--- config.mk ---
export PLATFORM = sky130hd
export DESIGN_NAME = parity_frame_tx
export DESIGN_NICKNAME = d
export VERILOG_FILES = /design/src/rtl/parity_frame_tx_pkg.sv /design/src/rtl/parity_frame_tx_baud_tick_gen.sv /design/src/rtl/parity_frame_tx.sv
export SDC_FILE = /design/constraint.sdc
export NUM_CORES = 1
export LEC_CHECK = 0
export BUFFER_PORTS_ARGS = -buffer_cell sky130_fd_sc_hd__buf_4
export CAP_MARGIN = 15
export CORE_MARGIN = 8
export CORE_UTILIZATION = 58
export DETAILED_ROUTE_END_ITERATION = 8
export GPL_ROUTABILITY_DRIVEN = 0
export PLACE_DENSITY = 0.82
export RECOVER_POWER = 100
export SLEW_MARGIN = 10
export SYNTH_ARGS = -nofsm -noshare
export SYNTH_HDL_FRONTEND = slang
export SYNTH_SLANG_ARGS = --single-unit
--- constraint.sdc ---
create_clock -name clk -period 3.3 [get_ports clk]
set_clock_uncertainty 0.2 [all_clocks]
set_input_delay 0.495 -clock clk [delete_from_list [all_inputs] [get_ports clk]]
set_output_delay 0.495 -clock clk [all_outputs]
set_load 0.02 [all_outputs]
--- src/rtl/parity_frame_tx_pkg.sv ---
// Shared definitions for the parity frame transmitter: FSM state encoding
// and frame-length helper.
package parity_tx_pkg;

   typedef enum logic [2:0] {
      IDLE,
      START,
      DATA,
      PARITY,
      STOP
   } txState_t;

   // Start bit + data bits + parity bit + stop bit
   function automatic int FRAME_BITS(input int width);
      return width + 3;
   endfunction

endpackage

--- src/rtl/parity_frame_tx_baud_tick_gen.sv ---
// Baud-rate divider: pulses bit_tick on the last cycle of every BAUD_DIV-cycle
// bit period; clear restarts the period so bit timing aligns to acceptance.
module baud_tick_gen #(
   parameter int BAUD_DIV = 4
) (
   input  logic clk,
   input  logic rst,
   input  logic clear,
   output logic bit_tick
);

   localparam int CNT_W = (BAUD_DIV > 1) ? $clog2(BAUD_DIV) : 1;
   localparam logic [CNT_W-1:0] LAST_COUNT = CNT_W'(BAUD_DIV - 1);

   logic [CNT_W-1:0] count_q;
   logic [CNT_W-1:0] count_d;

   always_comb begin
      count_d = count_q + CNT_W'(1);
      if (clear || (count_q == LAST_COUNT)) begin
         count_d = '0;
      end
   end

   always_ff @(posedge clk or posedge rst) begin
      if (rst) begin
         count_q <= '0;
      end else begin
         count_q <= count_d;
      end
   end

   assign bit_tick = (count_q == LAST_COUNT);

endmodule

--- src/rtl/parity_frame_tx.sv ---
// Serial frame transmitter: start(0), data LSB-first, parity, stop(1), with the
// parity bit taken from the upstream generator's even/odd flags.
module parity_frame_tx
   import parity_tx_pkg::*;
#(
   parameter int WIDTH      = 8,
   parameter int BAUD_DIV   = 4,
   parameter int PARITY_ODD = 0
) (
   input  logic             clk,
   input  logic             rst,
   input  logic [WIDTH-1:0] data_in,
   input  logic             even_parity_in,
   input  logic             odd_parity_in,
   input  logic             in_valid,
   output logic             in_ready,
   output logic             tx_out,
   output logic             busy,
   output logic             frame_done,
   output logic             par_in_err
);

   localparam int IDX_W = (WIDTH > 1) ? $clog2(WIDTH) : 1;
   localparam logic [IDX_W-1:0] LAST_IDX = IDX_W'(WIDTH - 1);

   txState_t         state_q;
   txState_t         state_d;
   logic [WIDTH-1:0] shift_q;
   logic [IDX_W-1:0] bitIdx_q;
   logic             parityBit_q;
   logic             parErr_q;
   logic             transfer;
   logic             bitTick;

   assign in_ready = (state_q == IDLE) & ~rst;
   assign transfer = in_valid & in_ready;
   assign par_in_err = parErr_q;

   baud_tick_gen #(
      .BAUD_DIV (BAUD_DIV)
   ) u_baud (
      .clk      (clk),
      .rst      (rst),
      .clear    (transfer),
      .bit_tick (bitTick)
   );

   always_ff @(posedge clk or posedge rst) begin
      if (rst) begin
         state_q <= IDLE;
      end else begin
         state_q <= state_d;
      end
   end

   always_comb begin
      state_d = state_q;
      unique case (state_q)
         IDLE:    if (transfer) state_d = START;
         START:   if (bitTick) state_d = DATA;
         DATA:    if (bitTick && (bitIdx_q == LAST_IDX)) state_d = PARITY;
         PARITY:  if (bitTick) state_d = STOP;
         STOP:    if (bitTick) state_d = IDLE;
         default: state_d = IDLE;
      endcase
   end

   always_comb begin
      tx_out     = 1'b1;
      busy       = 1'b1;
      frame_done = 1'b0;
      unique case (state_q)
         IDLE:    busy = 1'b0;
         START:   tx_out = 1'b0;
         DATA:    tx_out = shift_q[0];
         PARITY:  tx_out = parityBit_q;
         STOP:    frame_done = bitTick;
         default: busy = 1'b0;
      endcase
   end

   // Word and parity are frozen at acceptance; later input changes cannot leak in
   always_ff @(posedge clk or posedge rst) begin
      if (rst) begin
         shift_q     <= '0;
         bitIdx_q    <= '0;
         parityBit_q <= 1'b0;
         parErr_q    <= 1'b0;
      end else if (transfer) begin
         shift_q     <= data_in;
         bitIdx_q    <= '0;
         parityBit_q <= (PARITY_ODD != 0) ? even_parity_in : odd_parity_in;
         parErr_q    <= (even_parity_in == odd_parity_in);
      end else if ((state_q == DATA) && bitTick) begin
         shift_q  <= shift_q >> 1;
         bitIdx_q <= bitIdx_q + IDX_W'(1);
      end
   end

endmodule

### Word level (Yosys, flattened, before mapping)

Index checks and enable logic that the tools add are counted.

* add/subtract/negate cells: 2
* $mul: 0
* divide/modulo/power cells: 0
* order comparisons: 0
* equality and inequality tests: 12
* shift-type cells: 0
* muxes and demuxes: 14
* bitwise operators: 3
* reduce and logical (&&, ||, !) cells: 7

Operators with widths (count)
* 3-bit 2-to-1 mux: 7
* 8-bit 2-to-1 mux: 2
* 3-bit case mux with 5 select lines: 1
* 2-bit inequality test, second input constant: 4
* 3-bit by 2-bit == test with 1-bit output, second input constant: 2
* 3-bit == test, second input constant: 2
* 5-bit AND reduction: 1
* 4-bit OR reduction: 1
* 3-bit by 1-bit adder with 3-bit output, second input constant: 1
* 3-bit by 1-bit == test with 1-bit output, second input constant: 1
* 3-bit zero test: 1
* 1-bit case mux with 3 select lines: 1
* 2-bit by 1-bit adder with 2-bit output, second input constant: 1
* 1-bit AND: 2
* 2-bit == test, second input constant: 1
* 1-bit logical AND: 2
* 1-bit 2-to-1 mux: 2
* 2-bit 2-to-1 mux: 1
* 2-bit by 1-bit inequality test with 1-bit output, second input constant: 1
* 2-bit nonzero test: 1
* 1-bit == test: 1
* 1-bit logical OR: 1
* 1-bit NOT: 1

* flip-flop bits (word level): 18
* bits in latches: 0
* bits in writable memories: 0
* bits in read-only memories: 0
* input port bits: 13
* memories kept: 0

### Logic depth before layout (Yosys ltp)

Gate-level depths: netlist (run 1).

* depth in word-level cells: 5
* mapped depth: 6
* depth with buffers taken out: 4

### Hierarchy

A second synthesis (run 1) with hierarchy kept.

* cells, all modules: 76
* area, all modules: 905.9 um^2

Modules (own cells, without submodules)
* parity_frame_tx: times used 1, cells each 70, area each 817.0 um^2, sequential area each 400.4 um^2
* baud_tick_gen: times used 1, cells each 6, area each 88.8 um^2, sequential area each 50.0 um^2

### Least setup slack after synthesis (run 1)

No wires, ideal clock.

* kind: register to register
* from: register state_q[1]
* to: register parErr_q (netlist: par_in_err)
* arrival time: 1350 ps
* slack: 1623 ps
* stages on the path, launching flop included: 6
* clock period less this slack: 1677 ps
* path through: dfrtp_1 -> buf_6 -> nor4_4 -> and2_1 -> buf_4 -> mux2_1

* cells in the longest elaborated chain, start to end: 3

Ends and longest elaborated chain
* start: declaration: line parity_frame_tx.sv:26 `txState_t state_q;`
* start signal: assignment: line parity_frame_tx.sv:52 `state_q <= state_d;`
* 3-bit zero test: line parity_frame_tx.sv:35 `assign in_ready = (state_q == IDLE) & ~rst;`
* 1-bit AND: line parity_frame_tx.sv:35
* 1-bit AND: line parity_frame_tx.sv:36 `assign transfer = in_valid & in_ready;`
* end signal: assignment: line parity_frame_tx.sv:93 `parErr_q <= (even_parity_in == odd_parity_in);`
* end: declaration: line parity_frame_tx.sv:31 `logic parErr_q;`

No other way between the ends.
A chain may end at the register's enable or synchronous reset.

### Worst setup path in the final report (run 1)

* from: register state_q[2]
* to: output port in_ready

* cells in the longest elaborated chain, start to end: 2

Ends and longest elaborated chain
* 3-bit zero test: line parity_frame_tx.sv:35
* 1-bit AND: line parity_frame_tx.sv:35
* end: declaration: line parity_frame_tx.sv:16 `output logic in_ready,`

No other way between the ends.

==> summary.txt, run 1 <==
Outcome
  • Outcome: completed

Yosys
  • Synth top cells by count: 18 x dfrtp_1, 7 x mux2i_1, 6 x buf_6, 6 x nand3_1, 6 x nor2_1
  • Post-synth ARST share: 1.000
  • Number of synthesized flops with an enable pin: 0
  • Synth Net Count: 102
  • Synth area leaders: dfrtp_1 44%, mux2i_1 6.9%, buf_6 6.7%, a221oi_2 4.4%, o21ai_2 4.3%
  • Top_reg_cell synth: dfrtp_1
  • Most numerous cell in the Yosys netlist: dfrtp_1
  • Synth Instances: 86
  • Synth Cell Area: 1012 um^2
  • YS warnings: 0
  • Seq/Total Area, Yosys: 0.4450
  • Share of the synthesized area in the top cell type: 0.4450
  • Syn Area/Cell: 11.77 um^2
  • Post-synth top area cell: dfrtp_1
  • Netlist cell types: 31
  • Flops & latches, synth: 18

Placed design
  • Hpwl dp: between 1000 and 1500 um
  • PortBufs: 17
  • Placed Area: 1074 um^2
  • Dpl ws: slightly above 1000 ps

Clock network
  • # Post-CTS Setup Buffers: 0
  • CTS Hold Bufs: 0
  • Sink Count: 18
  • Clock Pin Slew Worst Setup and Hold Paths: 110 ps
  • Worst-Skew Late Latency: about 300 ps
  • H-tree lvl count: 1
  • Total CTS buffers: 3
  • CTS tree: yes
  • Post-CTS resize count: 0
  • CTS Root Buffer Type: clkbuf_4
  • Longest Clk Path Bufs: 2

Route
  • Post-route ant nets: 0
  • Via count: 653
  • DRT Pass-1 Iters: 4
  • DR vias/cell: 5.629
  • Initial DRC Count: 14
  • Routed WL: 1738 um
  • Drt drc: 0
  • Routed len/inst: 14.98 um

Layout
  • # fillers: between 100 and 150
  • Final Instance Area: ~1100 um^2
  • Area growth syn-to-layout: 3.956%
  • Nets@finish: 116
  • Area of the multi-input gates: 416.7 um^2
  • FF/Latch Area: ~450 um^2
  • Layout cells sized above 1: 0.2121
  • Ant diodes: 0

STA
  • Fin. Hold Viols: 0
  • Max-slew headroom: 0.5494
  • Tmin final: 2481 ps
  • Setup TNS: 0 ps
  • Max Slew Vio Count: 0
  • Worst-Margin Slew: 675.1 ps
  • Maximum operating frequency: 403.1 MHz
  • Setup repair after global routing missed its margin: false
  • Final Cycle Share: 0.7517
  • # setup viols final: 0
  • Final worst setup slack: 819.4 ps

Global route
  • Initial antenna violation count: 0
  • Total GRT Usage: 0.1173
  • Total congestion overflow: 0
  • Pin count of the biggest net entering global routing: 19
  • GRT Max-Usage Layer: met2
  • Vias in the first global route: 700
  • GRT met2 Usage: 0.1849
  • GR Util met1: 0.1361
  • Global-route wire length before repair: a little over 3000 um
  • GR met3 Demand/Resource: 0.04194

Critical path
  • Critical path type: register to output pin
  • Arrival @ worst endpoint: 1790 ps
  • Critical Path End Type: output pin
  • Startpoint types: register
  • Worst EP required: roughly 2600 ps
  • CP max FO: 11

Floorplanning
  • Starting density of the core: 0.5993
  • Die X-Extent: 57.78 um
  • Placement Rows: 15
  • Die area: ~3300 um^2
  • Die H: around 58 um
  • CORE AREA: 1689 um^2
  • # IOs: 18

Power
  • Design Power: 0.9004 mW
  • Leakage: 0.4679 nW
  • Pwr Density: ~860 nW/um^2
  • VDD IR-drop max: 397.9 uV

Worst hold path
  • Hold crit path type: input port to async pin

Flow run
  • Max cap viols: 0
==> power breakdown <==
group / internal, mW / total (mW) / switching [mW]
logic: 0.158 / 0.353 / 0.195
clock network: 0.0673 / 0.137 / 0.0694
registers: 0.324 / 0.410 / 0.0860
total: 0.550 / 0.900 / 0.350
==> flip-flops by register name, indices dropped and copies added (netlist names) <==
name and cells:
par_in_err 1, parityBit_q 1, shift_q 8, state_q 3
u_baud.count_q 2, bitIdx_q 3
==> path summary, 6_finish.rpt <==
| kind | slack (ps) | cells past startpoint | startpoint | end |
|---|---|---|---|---|
| worst max-delay path | 820 | 3 | state_q[2] | in_ready |
| worst min-delay path | 110 | 2 | rst | shift_q[5] |
| worst max register to register | 890 | 4 | state_q[2] | par_in_err |
| worst min register to register | 250 | 1 | u_baud.count_q[0] | u_baud.count_q[0] |
| max in group asynchronous | 2350 | 2 | rst | u_baud.count_q[1] |
| min in group clk | 230 | 3 | data_in[4] | shift_q[4] |
==> area by class of cell <==
| cell class | count | share of cell area |
|---|---|---|
| Tap cell | 17 | 0.02021 |
| Sequential cell | 18 | 0.4281 |
| Clock buffer | 4 | 0.03448 |
| Timing Repair Buffer | 18 | 0.1034 |
| Multi-Input combinational cell | 54 | 0.3960 |
| Inverter | 5 | 0.01784 |
==> placed cells by master (no fill, tap or decap) <==
cell / instances
mux2_1: 2
dfrtp_1: 18
nor3_1: 1
o21ai_0: 5
nand2_1: 3
and2_1: 1
nor4_4: 1
clkbuf_4: 3
a221oi_2: 1
xnor2_1: 3
inv_1: 5
a211oi_1: 2
mux2i_1: 7
ha_1: 3
nand3_1: 6
clkbuf_8: 1
o31ai_1: 1
nand4b_1: 1
and4bb_2: 1
clkbuf_1: 7
or2_2: 1
a31oi_1: 1
o21ai_2: 1
and3_1: 1
nand2_4: 1
xor2_1: 1
a221oi_1: 2
a22oi_1: 1
buf_4: 11
nor3b_1: 1
nor2_1: 6
==> stage by stage <==
| step | util | cells | hold slack, ps |
|---|---|---|---|
| floorplan | - | 86 | 215.0 |
| global placement | 0.6356 | 112 | 230.6 |
| detailed placement | 0.6356 | 112 | 239.3 |
| CTS | 0.6570 | 116 | 142.8 |
| global route | 0.6230 | 116 | 190.3 |
| finish | 0.6230 | 116 | 109.3 |
==> cell families (layout without fill, tap and decap cells) <==
group	after synthesis	after routing	synth area share
flops	18	18	0.4450
compound gates	14	14	0.1285
simple gates	24	24	0.1471
xor+xnor	4	4	0.03462
fa+ha+maj	3	3	0.03709
mux	9	9	0.09518
buf+inv	14	27	0.1125
==> critical path, cell delays in order, from the launching register on <==
cell and delay [ps]:
dfrtp_1 500, nor4_4 280, clkbuf_1 410, clkbuf_1 290
==> metal layers <==
layer  vias to the layer above  routed length [um]
li1                        323                   -
met5                         -                   0
met1                       307                 786
met4                         0                  37
met3                         5                 141
met2                        18                 773
Power figures use the tool's default switching activity.
==> inputs of run 2 (changes only) <==
--- a/config.mk
+++ b/config.mk
@@ -8,10 +8,10 @@
 export BUFFER_PORTS_ARGS = -buffer_cell sky130_fd_sc_hd__buf_4
 export CAP_MARGIN = 15
 export CORE_MARGIN = 8
-export CORE_UTILIZATION = 58
+export CORE_UTILIZATION = 48
 export DETAILED_ROUTE_END_ITERATION = 8
 export GPL_ROUTABILITY_DRIVEN = 0
-export PLACE_DENSITY = 0.82
+export PLACE_DENSITY = 0.73
 export RECOVER_POWER = 100
 export SLEW_MARGIN = 10
 export SYNTH_ARGS = -nofsm -noshare
==> constraint.sdc (replaced) <==
create_clock -name clk -period 2 [get_ports clk]
set_clock_uncertainty 0.2 [all_clocks]
set_input_delay 0.3 -clock clk [delete_from_list [all_inputs] [get_ports clk]]
set_output_delay 0.3 -clock clk [all_outputs]
set_load 0.02 [all_outputs]
==> summary.txt, run 2 (synthesis results as in run 1) <==
Layout
  • Layout cells sized above 1: 0.3694
  • Commonest cells after routing, fill and taps aside: 20 x buf_4, 16 x dfrtp_1, 7 x mux2i_1
  • Most common cell after layout, fill and taps aside: buf_4
  • Area growth syn-to-layout: 18.17%
  • Nets@finish: 128
  • Max reg flops: 8
  • Ant diodes: 0
  • FF/Latch Area: 452.9 um^2
  • Area of the multi-input gates: 440.4 um^2
  • Largest registers: shift_q (8), bitIdx_q (3), state_q (3)
  • Largest Register: shift_q
  • # fillers: 179

Worst hold path
  • Hold depth: 3
  • Hold Startpoint: data_in[7]
  • Hold crit path type: input port to register

Route
  • Routed len/inst: 13.47 um
  • DR vias/cell: 5.036
  • Met3 WL: 77 um
  • Initial DRC Count: 10
  • Routed WL: 1859 um
  • Wire length on met2: between 900 and 1000 um
  • DRT Pass-1 Iters: 3
  • WL met1: 850 um
  • Top Layer Used: met4
  • Post-route ant nets: 0
  • Drt drc: 0
  • Via count: ~700

STA
  • Maximum operating frequency: between 500 and 600 MHz
  • Max Slew Vio Count: 0
  • Fin. Hold Viols: 0
  • Worst-Margin Slew: 662.2 ps
  • Final worst setup slack: 106.3 ps
  • Final Cycle Share: 0.9468
  • Max-slew headroom: 0.5581
  • # setup viols final: 0
  • Setup TNS: 0 ps
  • Tmin final: about 1900 ps

Global route
  • Global-route wire length before repair: 3125 um
  • Initial antenna violation count: 0
  • Pin count of the biggest net entering global routing: 19
  • Total congestion overflow: 0
  • Total GRT Usage: 0.1106
  • Vias in the first global route: 746

Floorplanning
  • CORE AREA: 1982 um^2
  • # IOs: 18
  • Starting density of the core: 0.5107
  • Die X-Extent: ~62 um
  • Die area: 3834 um^2
  • Placement Rows: 16
  • Die H: around 62 um

Clock network
  • CTS tree: yes
  • Total CTS buffers: 3
  • Clock Pin Slew Worst Setup and Hold Paths: 100 ps
  • Worst-Skew Late Latency: 280 ps
  • H-tree lvl count: 1
  • CTS Root Buffer Type: clkbuf_4
  • Sink Count: 18
  • Longest Clk Path Bufs: 2

Critical path
  • Reg2Reg Setup Slack: 150 ps
  • Max stage delay on crit path: approximately 470 ps
  • R2r endpoint: shift_q[3]
  • Reg2Reg Depth: 4
  • Critical path origin: state_q[1]
  • Critical path's slowest cell: dfrtp_2
  • Critical path type: register to output pin
  • Worst EP required: 1500 ps
  • R2R Path Start: state_q[2]
  • Crit-path cells: nor2_1, xnor2_1, clkbuf_1
  • CP max FO: 7
  • Crit path to: busy
  • Critical Path End Type: output pin
  • Arrival @ worst endpoint: 1390 ps
  • Startpoint types: register

Power
  • Pwr Density: between 1000 and 1500 nW/um^2
  • VDD IR-drop max: 808.0 uV
  • Leakage: 0.5599 nW

Flow run
  • Max cap viols: 0

Placed design
  • Hpwl dp: 1329 um
  • Dpl ws: around 240 ps
  • PortBufs: 17

Outcome
  • Outcome: completed
## run 2: per-layer routing
| metal | vias up | global-route usage |
|---|---|---|
| li1 | 350 | - |
| met1 | 333 | 0.1406 |
| met2 | 10 | 0.1728 |
| met3 | 2 | 0.02058 |
| met4 | 0 | 0.05844 |
| met5 | - | 0 |
## run 2: how the worst min path moves through the flow
| stage | end | slack [ps] |
|---|---|---|
| finish | shift_q[7] | 50 |
| global route | shift_q[5] | 40 |
| CTS | shift_q[7] | 30 |
| detailed placement | u_baud.count_q[0] | 230 |
| global placement | u_baud.count_q[0] | 230 |
| floorplan | bitIdx_q[0] | 40 |
## run 2: repair_timing
item / 4_1_cts / 5_1_grt
resized for setup: 2 / 2
setup endpoints to repair: 1 / 2
cloned: 0 / 0
hold buffers: 1 / 0
hold endpoints to repair: 18 / 0
buffers inserted: 0 / 8
## run 2: stage by stage
step	area [um^2]	util	hold WS, ps	power, mW	std cells
after floorplan	1012	-	38.57	1.247	86
after global placement	1109	0.5593	226.6	1.366	125
after detailed placement	1109	0.5593	231.2	1.401	125
after CTS	1157	0.5840	34.15	1.629	130
after global routing	1196	0.6035	43.16	1.796	138
final	1196	0.6035	50.42	1.649	138
## run 2: critical path, delay by kind of cell, from the launching register on
family	cells	cell delay [ps]
buffers and inverters	1	250
XOR/XNOR	1	150
AND/OR/NAND/NOR	1	240
flip-flops	1	470
## run 2: area by class of cell
| class | instances | area share |
|---|---|---|
| clock buffers | 4 | 0.03033 |
| multi-input cells | 54 | 0.3682 |
| well taps | 27 | 0.02824 |
| flip-flops and latches | 18 | 0.3787 |
| inverters | 5 | 0.01569 |
| repair buffers | 30 | 0.1789 |
## run 2: power by group
group,leakage (nW),internal [mW],total (mW),switching (mW)
combinational,0.319,0.388,0.767,0.379
sequential,0.220,0.540,0.667,0.127
clock,0.0210,0.111,0.214,0.104
